--- src/rtl/memory_arbiter.sv ---
// Arbitrates the single main-memory port between the I-cache and the D-cache.
// A grant is held until completion or abort, and is always followed by a one-cycle strobe gap.
//
// state      | meaning
// -----------+------------------------------------------------------------
// IDLE       | no grant; picks a requester, round-robin on a tie
// BUSY_INST  | I-cache read in flight on the memory port
// BUSY_DATA  | D-cache read or write in flight on the memory port
// RELEASE    | strobes held low for one cycle before returning to IDLE
module memory_arbiter #(
  parameter int ADDR_WIDTH     = 32,
  parameter int DATA_WIDTH     = 32,
  parameter int TIMEOUT_CYCLES = 64
) (
  input  logic                  clk,
  input  logic                  reset,
  input  logic [ADDR_WIDTH-1:0] instAddress,
  input  logic                  instReadEnable,
  output logic [DATA_WIDTH-1:0] instDataOut,
  output logic                  instReady,
  input  logic [ADDR_WIDTH-1:0] dataAddress,
  input  logic                  dataReadEnable,
  input  logic                  dataWriteEnable,
  input  logic [DATA_WIDTH-1:0] dataDataIn,
  output logic [DATA_WIDTH-1:0] dataDataOut,
  output logic                  dataReady,
  output logic [ADDR_WIDTH-1:0] memoryAddress,
  output logic [DATA_WIDTH-1:0] memoryDataOut,
  input  logic [DATA_WIDTH-1:0] memoryDataIn,
  output logic                  memoryReadEnable,
  output logic                  memoryWriteEnable,
  input  logic                  memoryReady,
  output logic                  timeoutError
);

  typedef enum logic [1:0] {IDLE, BUSY_INST, BUSY_DATA, RELEASE} state_t;

  localparam int WD_W = (TIMEOUT_CYCLES > 1) ? $clog2(TIMEOUT_CYCLES) : 1;
  localparam logic [WD_W-1:0] WD_LOAD = WD_W'((TIMEOUT_CYCLES > 0) ? TIMEOUT_CYCLES - 1 : 0);
  localparam bit WD_ENABLED = (TIMEOUT_CYCLES != 0);

  state_t          state;
  logic            lastGrantData;
  logic [WD_W-1:0] wdCount;
  logic            instReq;
  logic            dataReq;
  logic            wdExpire;
  logic            abortNow;
  logic            done;

  assign instReq = instReadEnable;
  assign dataReq = dataReadEnable | dataWriteEnable;

  // Watchdog is a down-counter loaded at grant; terminal count lands on the last allowed BUSY cycle.
  assign wdExpire = WD_ENABLED && (wdCount == '0) && !memoryReady;

  always_comb begin
    abortNow = 1'b0;
    case (state)
      BUSY_INST: abortNow = !instReq || (instAddress != memoryAddress) || wdExpire;
      BUSY_DATA: abortNow = !dataReq || (dataAddress != memoryAddress) || wdExpire;
      default:   abortNow = 1'b0;
    endcase
  end

  // Reset masks the pulse so a transaction cut short by reset never reports completion.
  assign done        = memoryReady && !abortNow && !reset;
  assign instReady   = (state == BUSY_INST) && done;
  assign dataReady   = (state == BUSY_DATA) && done;
  assign instDataOut = memoryDataIn;
  assign dataDataOut = memoryDataIn;

  always_ff @(posedge clk) begin
    if (reset) begin
      state             <= IDLE;
      lastGrantData     <= 1'b0;
      wdCount           <= '0;
      memoryAddress     <= '0;
      memoryDataOut     <= '0;
      memoryReadEnable  <= 1'b0;
      memoryWriteEnable <= 1'b0;
      timeoutError      <= 1'b0;
    end else begin
      case (state)
        IDLE: begin
          if (dataReq && (!instReq || !lastGrantData)) begin
            state             <= BUSY_DATA;
            lastGrantData     <= 1'b1;
            wdCount           <= WD_LOAD;
            memoryAddress     <= dataAddress;
            memoryDataOut     <= dataDataIn;
            memoryReadEnable  <= dataReadEnable;
            memoryWriteEnable <= !dataReadEnable;
          end else if (instReq) begin
            state             <= BUSY_INST;
            lastGrantData     <= 1'b0;
            wdCount           <= WD_LOAD;
            memoryAddress     <= instAddress;
            memoryDataOut     <= '0;
            memoryReadEnable  <= 1'b1;
            memoryWriteEnable <= 1'b0;
          end
        end
        BUSY_INST, BUSY_DATA: begin
          if (abortNow || memoryReady) begin
            state             <= RELEASE;
            memoryReadEnable  <= 1'b0;
            memoryWriteEnable <= 1'b0;
            if (wdExpire) timeoutError <= 1'b1;
          end else if (wdCount != '0) begin
            wdCount <= wdCount - WD_W'(1);
          end
        end
        RELEASE: state <= IDLE;
        default: state <= IDLE;
      endcase
    end
  end

endmodule

--- config.mk ---
export PLATFORM = sky130hd
export DESIGN_NAME = memory_arbiter
export DESIGN_NICKNAME = d
export VERILOG_FILES = /design/src/rtl/memory_arbiter.sv
export SDC_FILE = /design/constraint.sdc
export NUM_CORES = 1
export LEC_CHECK = 0
export CORE_UTILIZATION = 30
export CTS_CLUSTER_DIAMETER = 80
export DETAILED_ROUTE_END_ITERATION = 6
export PLACE_DENSITY = 0.62
export SLEW_MARGIN = 40
export SYNTH_ARGS = -nofsm -noshare
export SYNTH_HDL_FRONTEND = slang
export SYNTH_SLANG_ARGS = --single-unit
--- constraint.sdc ---
create_clock -name clk -period 4.45 [get_ports clk]
set_input_delay 0.89 -clock clk [delete_from_list [all_inputs] [get_ports clk]]
set_output_delay 0.89 -clock clk [all_outputs]
set_load 0.1 [all_outputs]
## After elaboration in Yosys (flattened, before gate mapping)

Cells that the tools add are included.
W data, S select, Z words.

- Register bits: 76
- Latch bits: 0
- Memory bits (writable): 0
- ROM bits: 0
- Input bits: 134
- Output and inout bits: 133
- Word-level logic and storage cells: 71
- Memories: 0

- $add $sub $neg: 1
- Multipliers: 0
- Div/mod/pow operators: 0
- Order comparisons: 0
- Equal/unequal tests: 9
- Shift-type cells: 0
- Mux-type cells: 22
- Bitwise gates (word level): 1
- Reductions and logical operators: 30

Operators with widths:

| cell | count |
|---|---|
| $mux W32 | 4 |
| $ne A32 B32 Y1 | 2 |
| $mux W6 | 4 |
| $pmux W6 S2 | 1 |
| $logic_not A1 Y1 | 7 |
| $logic_and A1 B1 Y1 | 6 |
| $logic_not A6 Y1 | 1 |
| $logic_or A1 B1 Y1 | 6 |
| $mux W1 | 6 |
| $mux W2 | 3 |
| $ne A2 B2 Y1 const B | 3 |
| $pmux W1 S2 | 3 |
| $pmux W2 S3 | 1 |
| $reduce_and A3 Y1 | 2 |
| $reduce_bool A6 Y1 | 1 |
| $sub A6 B1 Y6 const B | 1 |
| $eq A2 B2 Y1 const B | 2 |
| $reduce_and A2 Y1 | 2 |
| $reduce_and A4 Y1 | 1 |
| $reduce_bool A2 Y1 | 2 |
| $ne A3 B3 Y1 const B | 1 |
| $eq A2 B1 Y1 const B | 1 |
| $logic_not A2 Y1 | 1 |
| $reduce_or A2 Y1 | 1 |
| $or A1 B1 Y1 | 1 |

## Longest topological paths before layout

Gate-level depths: netlist of run 1.

- Depth after elaboration: 9
- Depth in mapped cells: 9
- Depth with buffers taken out: 9

## Worst setup path after synthesis of run 1

Ideal clock, no wire load.

- Path kind: reg-to-output
- Start point: reg memoryAddress[5]
- End point: out dataReady
- Arrival time: 3.301 ns
- Required time: 3.560 ns
- Slack: 0.259 ns
- Cell stages (with the launch flop): 8
- Path through: dfxtp_1 -> xor2_1 -> or3_1 -> nor4_2 -> nand4_2 -> nand3_1 -> nand3b_1 -> nor2_1

- Word-level cells in the longest chain between the ends: 8

Ends and longest elaborated chain:

| item | line | RTL |
|---|---|---|
| start, declared | 27 | `output logic [ADDR_WIDTH-1:0] memoryAddress,` |
| start signal, assigned | 90 | `memoryAddress <= dataAddress;` |
| start signal, assigned | 98 | `memoryAddress <= instAddress;` |
| $ne A32 B32 Y1 (on tied branches) | 61, 60 |  |
| $logic_or A1 B1 Y1 (on tied branches) (2 in a row) | 61, 60 |  |
| $pmux W1 S2 * | 59 | `case (state)` |
| $logic_not A1 Y1 * | 67 | `assign done = memoryReady && !abortNow && !reset;` |
| $logic_and A1 B1 Y1 * (2 in a row) | 67 |  |
| $logic_and A1 B1 Y1 * | 69 | `assign dataReady = (state == BUSY_DATA) && done;` |
| end, declared | 26 | `output logic dataReady,` |

Mark *: on every way between the ends. The rest lies on a longest branch, timed or not.

## Worst setup path in the final report of run 1

- Start point: in instAddress[1]
- End point: out instReady

- Word-level cells in the longest chain between the ends: 8

Ends and longest elaborated chain:

| item | line | RTL |
|---|---|---|
| start, declared | 17 | `input logic [ADDR_WIDTH-1:0] instAddress,` |
| $ne A32 B32 Y1 | 60 | `BUSY_INST: abortNow = !instReq \|\| (instAddress != memoryAddress) \|\| wdExpire;` |
| $logic_or A1 B1 Y1 (2 in a row) | 60 |  |
| $pmux W1 S2 | 59 |  |
| $logic_not A1 Y1 | 67 |  |
| $logic_and A1 B1 Y1 (2 in a row) | 67 |  |
| $logic_and A1 B1 Y1 | 68 | `assign instReady = (state == BUSY_INST) && done;` |
| end, declared | 20 | `output logic instReady,` |

No other way between the ends.

==> metrics.md, run 1 <==
| Metric | Value |
|---|---|
| Netlist cell types | `36` |
| Setup TNS | `0 ns` |
| CTS resizes | `0` |
| Final Power | `4.708 mW` |
| Clk sinks | `76` |
| Synth Area in XOR/XNOR | `0.1247` |
| Clock Tree Root | `clkbuf_16` |
| # rows | `44` |
| Crit Path Class | `input port to output port` |
| Largest net degree at the start of global routing | `80` |
| DR WL/cell | `16.19 um` |
| Worst EP arrival | `3.09 ns` |
| PD cells | `806.1 mW/mm^2` |
| # hold bufs at CTS | `0` |
| Cell Chain, Critical Path | `clkdlybuf4s50_1 -> xnor2_1 -> nand4_1 -> nor4_1 -> nand4_1 -> nand3_1 -> nand3b_1 -> nor2_1 -> buf_12` |
| Clk network pwr share | `0.141` |
| Min Tclk post-route | `3.978 ns` |
| Clk slew on worst S/H paths | `0.06 ns` |
| H-tree depth | `3` |
| Pleak | `2.400 nW` |
| Post-synthesis mux area share | `0.08018` |
| Status | `finished clean` |
| Slowest-stage cell, CP | `clkdlybuf4s50_1` |
| Share of post-route cells with drive strength above 1 | `0.1561` |
| Hold Crit Endpoint | `memoryDataOut[17]` |
| FF+latch count, synth | `76` |
| Drt pass-1 iters | `4` |
| Synth Instances | `533` |
| Endpoint class of the critical path | `output port` |
| CP dominant cell by count | `nand4_1` |
| Hold WC Path Type | `register to register` |
| WL final | `13.16 mm` |
| Adder-cell share of the synthesized area | `0.01670` |
| Area delta synth->final | `29.96%` |
| Skew-Pair Late Insertion Delay | `0.34 ns` |
| Sw frac | `0.5786` |
| Final setup vio count | `0` |
| Die area | `0.01547 sq mm` |
| Max Clock Freq | `0.2514 GHz` |
| Combinational fraction of design power | `0.618` |
| CTS Buf Count | `9` |
| Nets | `763` |
| Worst R2R Path Depth | `9` |
| Family with the most delay on the worst path | `simple AND/OR/NAND/NOR gates` |
| DP HPWL | `9.756 mm` |
| Cell-internal power | `1.984 mW` |
| Worst R2R Setup Slack | `2.06 ns` |
| Slew Limit Fails | `0` |
| Post-DRT Antenna Nets | `0` |
| Compound-cell area share of the yosys netlist | `0.1311` |
| Syn nets | `673` |
| CTS tree | `yes` |
| Number of port buffers | `170` |
| Post-synthesis simple-gate area fraction | `0.1682` |
| Residual DRC | `0` |
| CP max stage delay | `0.49 ns` |
| Reg power frac | `0.241` |
| Total GRT Usage | `0.1707` |
| Worst-Margin Slew | `0.7691 ns` |
| # Post-CTS Setup Buffers | `0` |
| Final GP Congestion | `0.8110` |
| GRT Residual Overflow | `0` |
| Syn. warnings | `0` |
| Netlist Area Pre-Place | `0.004494 sq mm` |
| RSZ-0062 raised after global routing | `no` |
| Final period util | `0.8940` |
| Post-synthesis sequential area ratio | `0.3385` |
| Die width | `124.4 um` |
| Core area | `0.01459 sq mm` |
| Skew final | `0.006428 ns` |
| Largest family of logic cells by synthesized area | `simple AND/OR/NAND/NOR gates` |
| Max-slew headroom | `0.4862` |
| Syn_area_per_cell | `8.432 sq um` |
| Fin. Hold Viols | `0` |
| Vias/cell | `4.878` |
| Required @ worst endpoint | `3.56 ns` |
| Initial antenna violation count | `1` |
| I/O Pins | `267` |
| WP buf/inv | `2` |
| Switching Power | `2.724 mW` |
| Max Cap Viol | `0` |
| Vias | `3966` |
| CP max FO | `5` |
| Starting Density | `0.3081` |
| Max VDD drop | `0.4816 mV` |
| Vias in the first global route | `4032` |
| Reg-to-reg critical path startpoint | `state[0]` |
| Util after Layout | `0.4003` |
| Die height | `124.4 um` |
| Reg-to-Reg End | `memoryWriteEnable` |
| Worst hold stages | `2` |
| HP Start | `memoryDataOut[17]` |
| Longest Clk Path Bufs | `2` |
| Worst Setup Start Kind | `input port` |
| First-pass GRT wire length | `21.13 mm` |
| Initial DRC Count | `285` |
[how the worst max path moves through the flow]
stage | start | end | slack (ns) | depth (start not counted)
6_report | instAddress[1] | instReady | 0.47 | 9
3_3_place_gp | instAddress[1] | instReady | 0.54 | 9
5_1_grt | instAddress[1] | dataReady | 0.39 | 9
4_1_cts | instAddress[1] | instReady | 0.49 | 9
2_1_floorplan | memoryAddress[5] | dataReady | 0.26 | 7
3_5_place_dp | instAddress[1] | instReady | 0.51 | 9
[flip-flops by register name, indices dropped and copies added (netlist names)]
name               count
memoryDataOut         32
memoryAddress         32
timeoutError           1
memoryWriteEnable      1
lastGrantData          1
memoryReadEnable       1
wdCount                6
state                  2
[worst reg2reg max path, cell delays in order (launching register included)]
cell and delay, ns:
dfxtp_1 0.34, inv_1 0.10, ha_1 0.20, inv_1 0.13, nand3_1 0.12, nor4_1 0.25
nand4_1 0.33, a211o_1 0.46, a21oi_1 0.25, a32o_1 0.16
[cell families (layout without fill, tap and decap cells)]
logic type	Yosys count	count (layout)
flip-flops	76	76
other	0	1
AO/OA/AOI/OAI	88	88
multiplexers	36	36
adder cells (fa/ha/maj)	6	6
AND/OR/NAND/NOR	159	159
buffers and inverters	104	199
XOR/XNOR	64	64
[synthesized netlist by cell type]
library cell	n	area, sq um
a211o_1	1	8.760
a211oi_1	33	247.7
a211oi_2	3	37.54
a21oi_1	39	195.2
a221oi_2	1	15.01
a2bb2oi_1	2	17.52
a32o_1	1	10.01
a41o_1	1	10.01
and3_1	1	6.260
buf_1	6	22.52
buf_2	1	5.000
buf_4	64	480.5
clkbuf_1	25	93.84
dfxtp_1	76	1521
ha_1	6	75.07
inv_1	8	30.03
mux2i_1	36	360.4
nand2_1	38	142.6
nand2b_1	3	18.77
nand3_1	37	185.2
nand3b_1	1	7.510
nand4_1	13	81.33
nand4_2	1	12.51
nor2_1	44	165.2
nor2b_1	4	25.02
nor3_1	8	40.04
nor4_1	5	31.28
nor4_2	1	12.51
nor4b_2	1	15.01
o2111a_1	1	11.26
o21a_1	1	7.510
o21ai_0	4	20.02
o2bb2ai_1	1	8.760
or3_1	2	12.51
xnor2_1	47	411.6
xor2_1	17	148.9
[per-layer routing]
metal / vias to the layer above / part of all wire / track usage
li1: 1967 / - / -
met2: 132 / 0.46 / 0.2714
met1: 1824 / 0.43 / 0.2044
met5: - / 0 / 0
met4: 0 / 0.033 / 0.09355
met3: 43 / 0.075 / 0.05241
[metrics by stage]
stage	setup WS [ns]	instance area [sq um]	cells	hold slack, ns
finish	0.4716	5841	813	0.4476
global route	0.3855	5841	813	0.4658
CTS	0.4856	5838	812	0.4500
detailed placement	0.5087	5577	796	0.4410
global placement	0.5378	5908	796	0.4386
floorplan	0.2590	4494	533	0.4367
[area by class of cell]
cell class	instances	area, sq um
multi-input combinational	353	2360
tap	184	230.2
clock buffer	11	232.7
fill	1468	8748
clock inverter	5	28.78
antenna	1	2.502
sequential	76	1521
inverter	8	30.03
timing repair buffer	175	1435
[cell usage in the layout, fill, tap and decap left out, types with 3 or more instances in the layout]
cell type / instances
nand2b_1: 3
nor4_1: 5
o21ai_0: 4
nand3_1: 37
nor2_1: 44
clkinv_2: 4
clkbuf_16: 9
nand2_1: 38
xnor2_1: 47
a21oi_1: 38
xor2_1: 17
nor3_1: 8
clkdlybuf4s50_1: 100
dfxtp_1: 76
buf_12: 3
a211oi_1: 33
mux2i_1: 36
inv_1: 8
a211oi_2: 3
nand4_1: 13
ha_1: 6
buf_4: 3
nor2b_1: 3
buf_2: 68
[power groups by stage]
stage / sequential [mW] / combinational [mW] / clock, mW
after floorplan: 2.45 / 1.27 / 0
after global placement: 1.14 / 3.05 / 0
after detailed placement: 1.15 / 2.92 / 0
after CTS: 1.13 / 2.93 / 0.686
after global routing: 1.17 / 3.08 / 0.721
final: 1.13 / 2.91 / 0.664
Note: power is estimated with default switching activity, not from simulation.
==> run 2, diff against run 1 <==
--- a/config.mk
+++ b/config.mk
@@ -7,6 +7,7 @@
 export LEC_CHECK = 0
 export CORE_UTILIZATION = 30
 export CTS_CLUSTER_DIAMETER = 80
+export CTS_CLUSTER_SIZE = 8
 export DETAILED_ROUTE_END_ITERATION = 6
 export PLACE_DENSITY = 0.62
 export SLEW_MARGIN = 40
==> results of run 2 <==
No change in the layout: final DEF, timing and power equal those of run 1.
==> run 3, diff against run 2 <==
--- a/config.mk
+++ b/config.mk
@@ -5,10 +5,13 @@
 export SDC_FILE = /design/constraint.sdc
 export NUM_CORES = 1
 export LEC_CHECK = 0
+export CAP_MARGIN = 20
 export CORE_UTILIZATION = 30
 export CTS_CLUSTER_DIAMETER = 80
 export CTS_CLUSTER_SIZE = 8
 export DETAILED_ROUTE_END_ITERATION = 6
+export GPL_ROUTABILITY_DRIVEN = 0
+export MAX_ROUTING_LAYER = met4
 export PLACE_DENSITY = 0.62
 export SLEW_MARGIN = 40
 export SYNTH_ARGS = -nofsm -noshare
==> run 3 against run 2 <==
Worst hold slack is essentially flat; non-clock buffer count is the same; critical path type unchanged; sequential share of layout area is the same; largest cell class unchanged; first-iteration DRC count shrank 3.5%; combinational power is essentially flat; via count grew 0.50%; highest routed layer unchanged; count of clock-buffer cells in the layout is the same; largest power group unchanged; sequential power is essentially flat; cell count is the same; die area is the same.
==> metrics.md, run 3 (synthesis results as in run 1) <==
| Metric | Value |
|---|---|
| Status | `finished clean` |
| Die width | `124.4 um (unchanged)` |
| Reg power frac | `0.241 (about the same)` |
| Clk slew on worst S/H paths | `0.06 ns (about the same)` |
| Residual DRC | `0 (unchanged)` |
| Max Clock Freq | `0.2508 GHz (-0.21%)` |
| Fin. Hold Viols | `0 (unchanged)` |
| Pleak | `2.400 nW (unchanged)` |
| Nets | `763 (unchanged)` |
| Required @ worst endpoint | `3.56 ns (about the same)` |
| Post-DRT Antenna Nets | `0 (unchanged)` |
| Area delta synth->final | `29.96% (unchanged)` |
| Switching Power | `2.726 mW (about the same)` |
| Core area | `0.01459 sq mm (unchanged)` |
| Initial DRC Count | `275 (-3.5%)` |
| Max-slew headroom | `0.4640 (-0.02216)` |
| Dpl cell area | `0.005577 sq mm (unchanged)` |
| Die area | `0.01547 sq mm (unchanged)` |
| DP HPWL | `9.756 mm (unchanged)` |
| Die height | `124.4 um (unchanged)` |
| Hold WC Path Type | `register to register` |
| Clock Tree Root | `clkbuf_16` |
| Min Tclk post-route | `3.987 ns (+0.008193 ns)` |
| Sw frac | `0.5788 (about the same)` |
| CTS resizes | `0 (unchanged)` |
| Most frequent cells in the layout | `clkdlybuf4s50_1, dfxtp_1, buf_2, xnor2_1, nor2_1` |
| Vias/cell | `4.903 (+0.50%)` |
| Skew-Pair Late Insertion Delay | `0.34 ns (about the same)` |
| Longest Clk Path Bufs | `2 (unchanged)` |
| CTS Buf Count | `9 (unchanged)` |
| Cell-internal power | `1.984 mW (about the same)` |
| Number of port buffers | `170 (unchanged)` |
| # hold bufs at CTS | `0 (unchanged)` |
| Crit Path Class | `input port to output port` |
| Worst-Margin Slew | `0.8023 ns (+0.03318 ns)` |
| CP max FO | `5 (unchanged)` |
| DR WL/cell | `16.23 um (+0.27%)` |
| Total GRT Usage | `0.1755 (+0.004843)` |
| Slew Limit Fails | `0 (unchanged)` |
| Final setup vio count | `0 (unchanged)` |
| Share of post-route cells with drive strength above 1 | `0.1561 (unchanged)` |
| Clk network pwr share | `0.141 (about the same)` |
| Initial antenna violation count | `1 (unchanged)` |
| Biggest regs | `memoryAddress x32, memoryDataOut x32, wdCount x6` |
| Combinational fraction of design power | `0.618 (about the same)` |
| Max Cap Viol | `0 (unchanged)` |
| # rows | `44 (unchanged)` |
| Clk sinks | `76 (unchanged)` |
| GRT Residual Overflow | `0 (unchanged)` |
| Worst Setup Start Kind | `input port` |
| RSZ-0062 raised after global routing | `no` |
| CTS tree | `yes` |
| Skew final | `0.007195 ns (+0.0007666 ns)` |
| Most common cell after layout, fill and taps aside | `clkdlybuf4s50_1` |
| PD cells | `806.5 mW/mm^2 (about the same)` |
| Final period util | `0.8959 (+0.001841)` |
| First-pass GRT wire length | `21.08 mm (-0.23%)` |
| # Post-CTS Setup Buffers | `0 (unchanged)` |
| Setup TNS | `0 ns (unchanged)` |
| Vias | `3986 (+0.50%)` |
| WL final | `13.20 mm (+0.27%)` |
| Max VDD drop | `0.4820 mV (about the same)` |
| Worst EP arrival | `3.10 ns (about the same)` |
| Starting Density | `0.3081 (unchanged)` |
| I/O Pins | `267 (unchanged)` |
| Drt pass-1 iters | `4 (unchanged)` |
| Endpoint class of the critical path | `output port` |
| Final instance area | `0.005841 sq mm (unchanged)` |
| H-tree depth | `3 (unchanged)` |
| Largest net degree at the start of global routing | `80 (unchanged)` |
| Vias in the first global route | `4032 (unchanged)` |
==> run 3: cell counts in the layout (fill, tap and decap cells not counted) <==
Identical to the previous run, type by type.
==> run 3: cell type report <==
class / count / area [sq um]
antenna: 1 / 2.502
multi-input combinational: 353 / 2360
clock inverter: 5 / 28.78
tap: 184 / 230.2
fill: 1468 / 8748
sequential: 76 / 1521
inverter: 8 / 30.03
clock buffer: 11 / 232.7
timing repair buffer: 175 / 1435
==> run 3: worst paths after layout <==
check | from | end | slack, ns | cells after the start
setup / recovery | instAddress[1] | instReady | 0.46 | 9
hold / removal | memoryDataOut[16] | memoryDataOut[16] | 0.45 | 2
setup reg to reg | state[0] | memoryWriteEnable | 2.06 | 9
hold reg to reg | memoryDataOut[16] | memoryDataOut[16] | 0.45 | 2
==> run 3: critical path: stages <==
cell and delay, ns:
clkdlybuf4s50_1 0.49, xnor2_1 0.15, nand4_1 0.17, nor4_1 0.35, nand4_1 0.33, nand3_1 0.20, nand3b_1 0.10, nor2_1 0.19
buf_12 0.21
==> run 3: routing by layer <==
| metal | wire (um) | GRT usage | share of wire |
|---|---|---|---|
| met4 | 467 | 0.09355 | 0.035 |
| met1 | 5657 | 0.2097 | 0.43 |
| met3 | 986 | 0.04639 | 0.075 |
| met2 | 6084 | 0.2691 | 0.46 |
| met5 | 0 | - | 0 |
==> run 3: through the flow <==
| step | hold WS, ns | instances | power, mW | worst slack [ns] | util |
|---|---|---|---|---|---|
| 2_1_floorplan | 0.4367 | 533 | 3.722 | 0.2590 | - |
| 3_3_place_gp | 0.4386 | 796 | 4.192 | 0.5378 | 0.4050 |
| 3_5_place_dp | 0.4410 | 796 | 4.065 | 0.5087 | 0.3822 |
| 4_1_cts | 0.4500 | 812 | 4.748 | 0.4856 | 0.4002 |
| 5_1_grt | 0.4658 | 813 | 4.968 | 0.3855 | 0.4003 |
| 6_report | 0.4481 | 813 | 4.710 | 0.4634 | 0.4003 |
==> run 3: power groups by stage <==
| stage | Combinational, mW | Sequential, mW | Clock, mW |
|---|---|---|---|
| after global routing | 3.08 | 1.17 | 0.721 |
| after floorplan | 1.27 | 2.45 | 0 |
| after CTS | 2.93 | 1.13 | 0.686 |
| after global placement | 3.05 | 1.14 | 0 |
| final | 2.91 | 1.14 | 0.662 |
| after detailed placement | 2.92 | 1.15 | 0 |
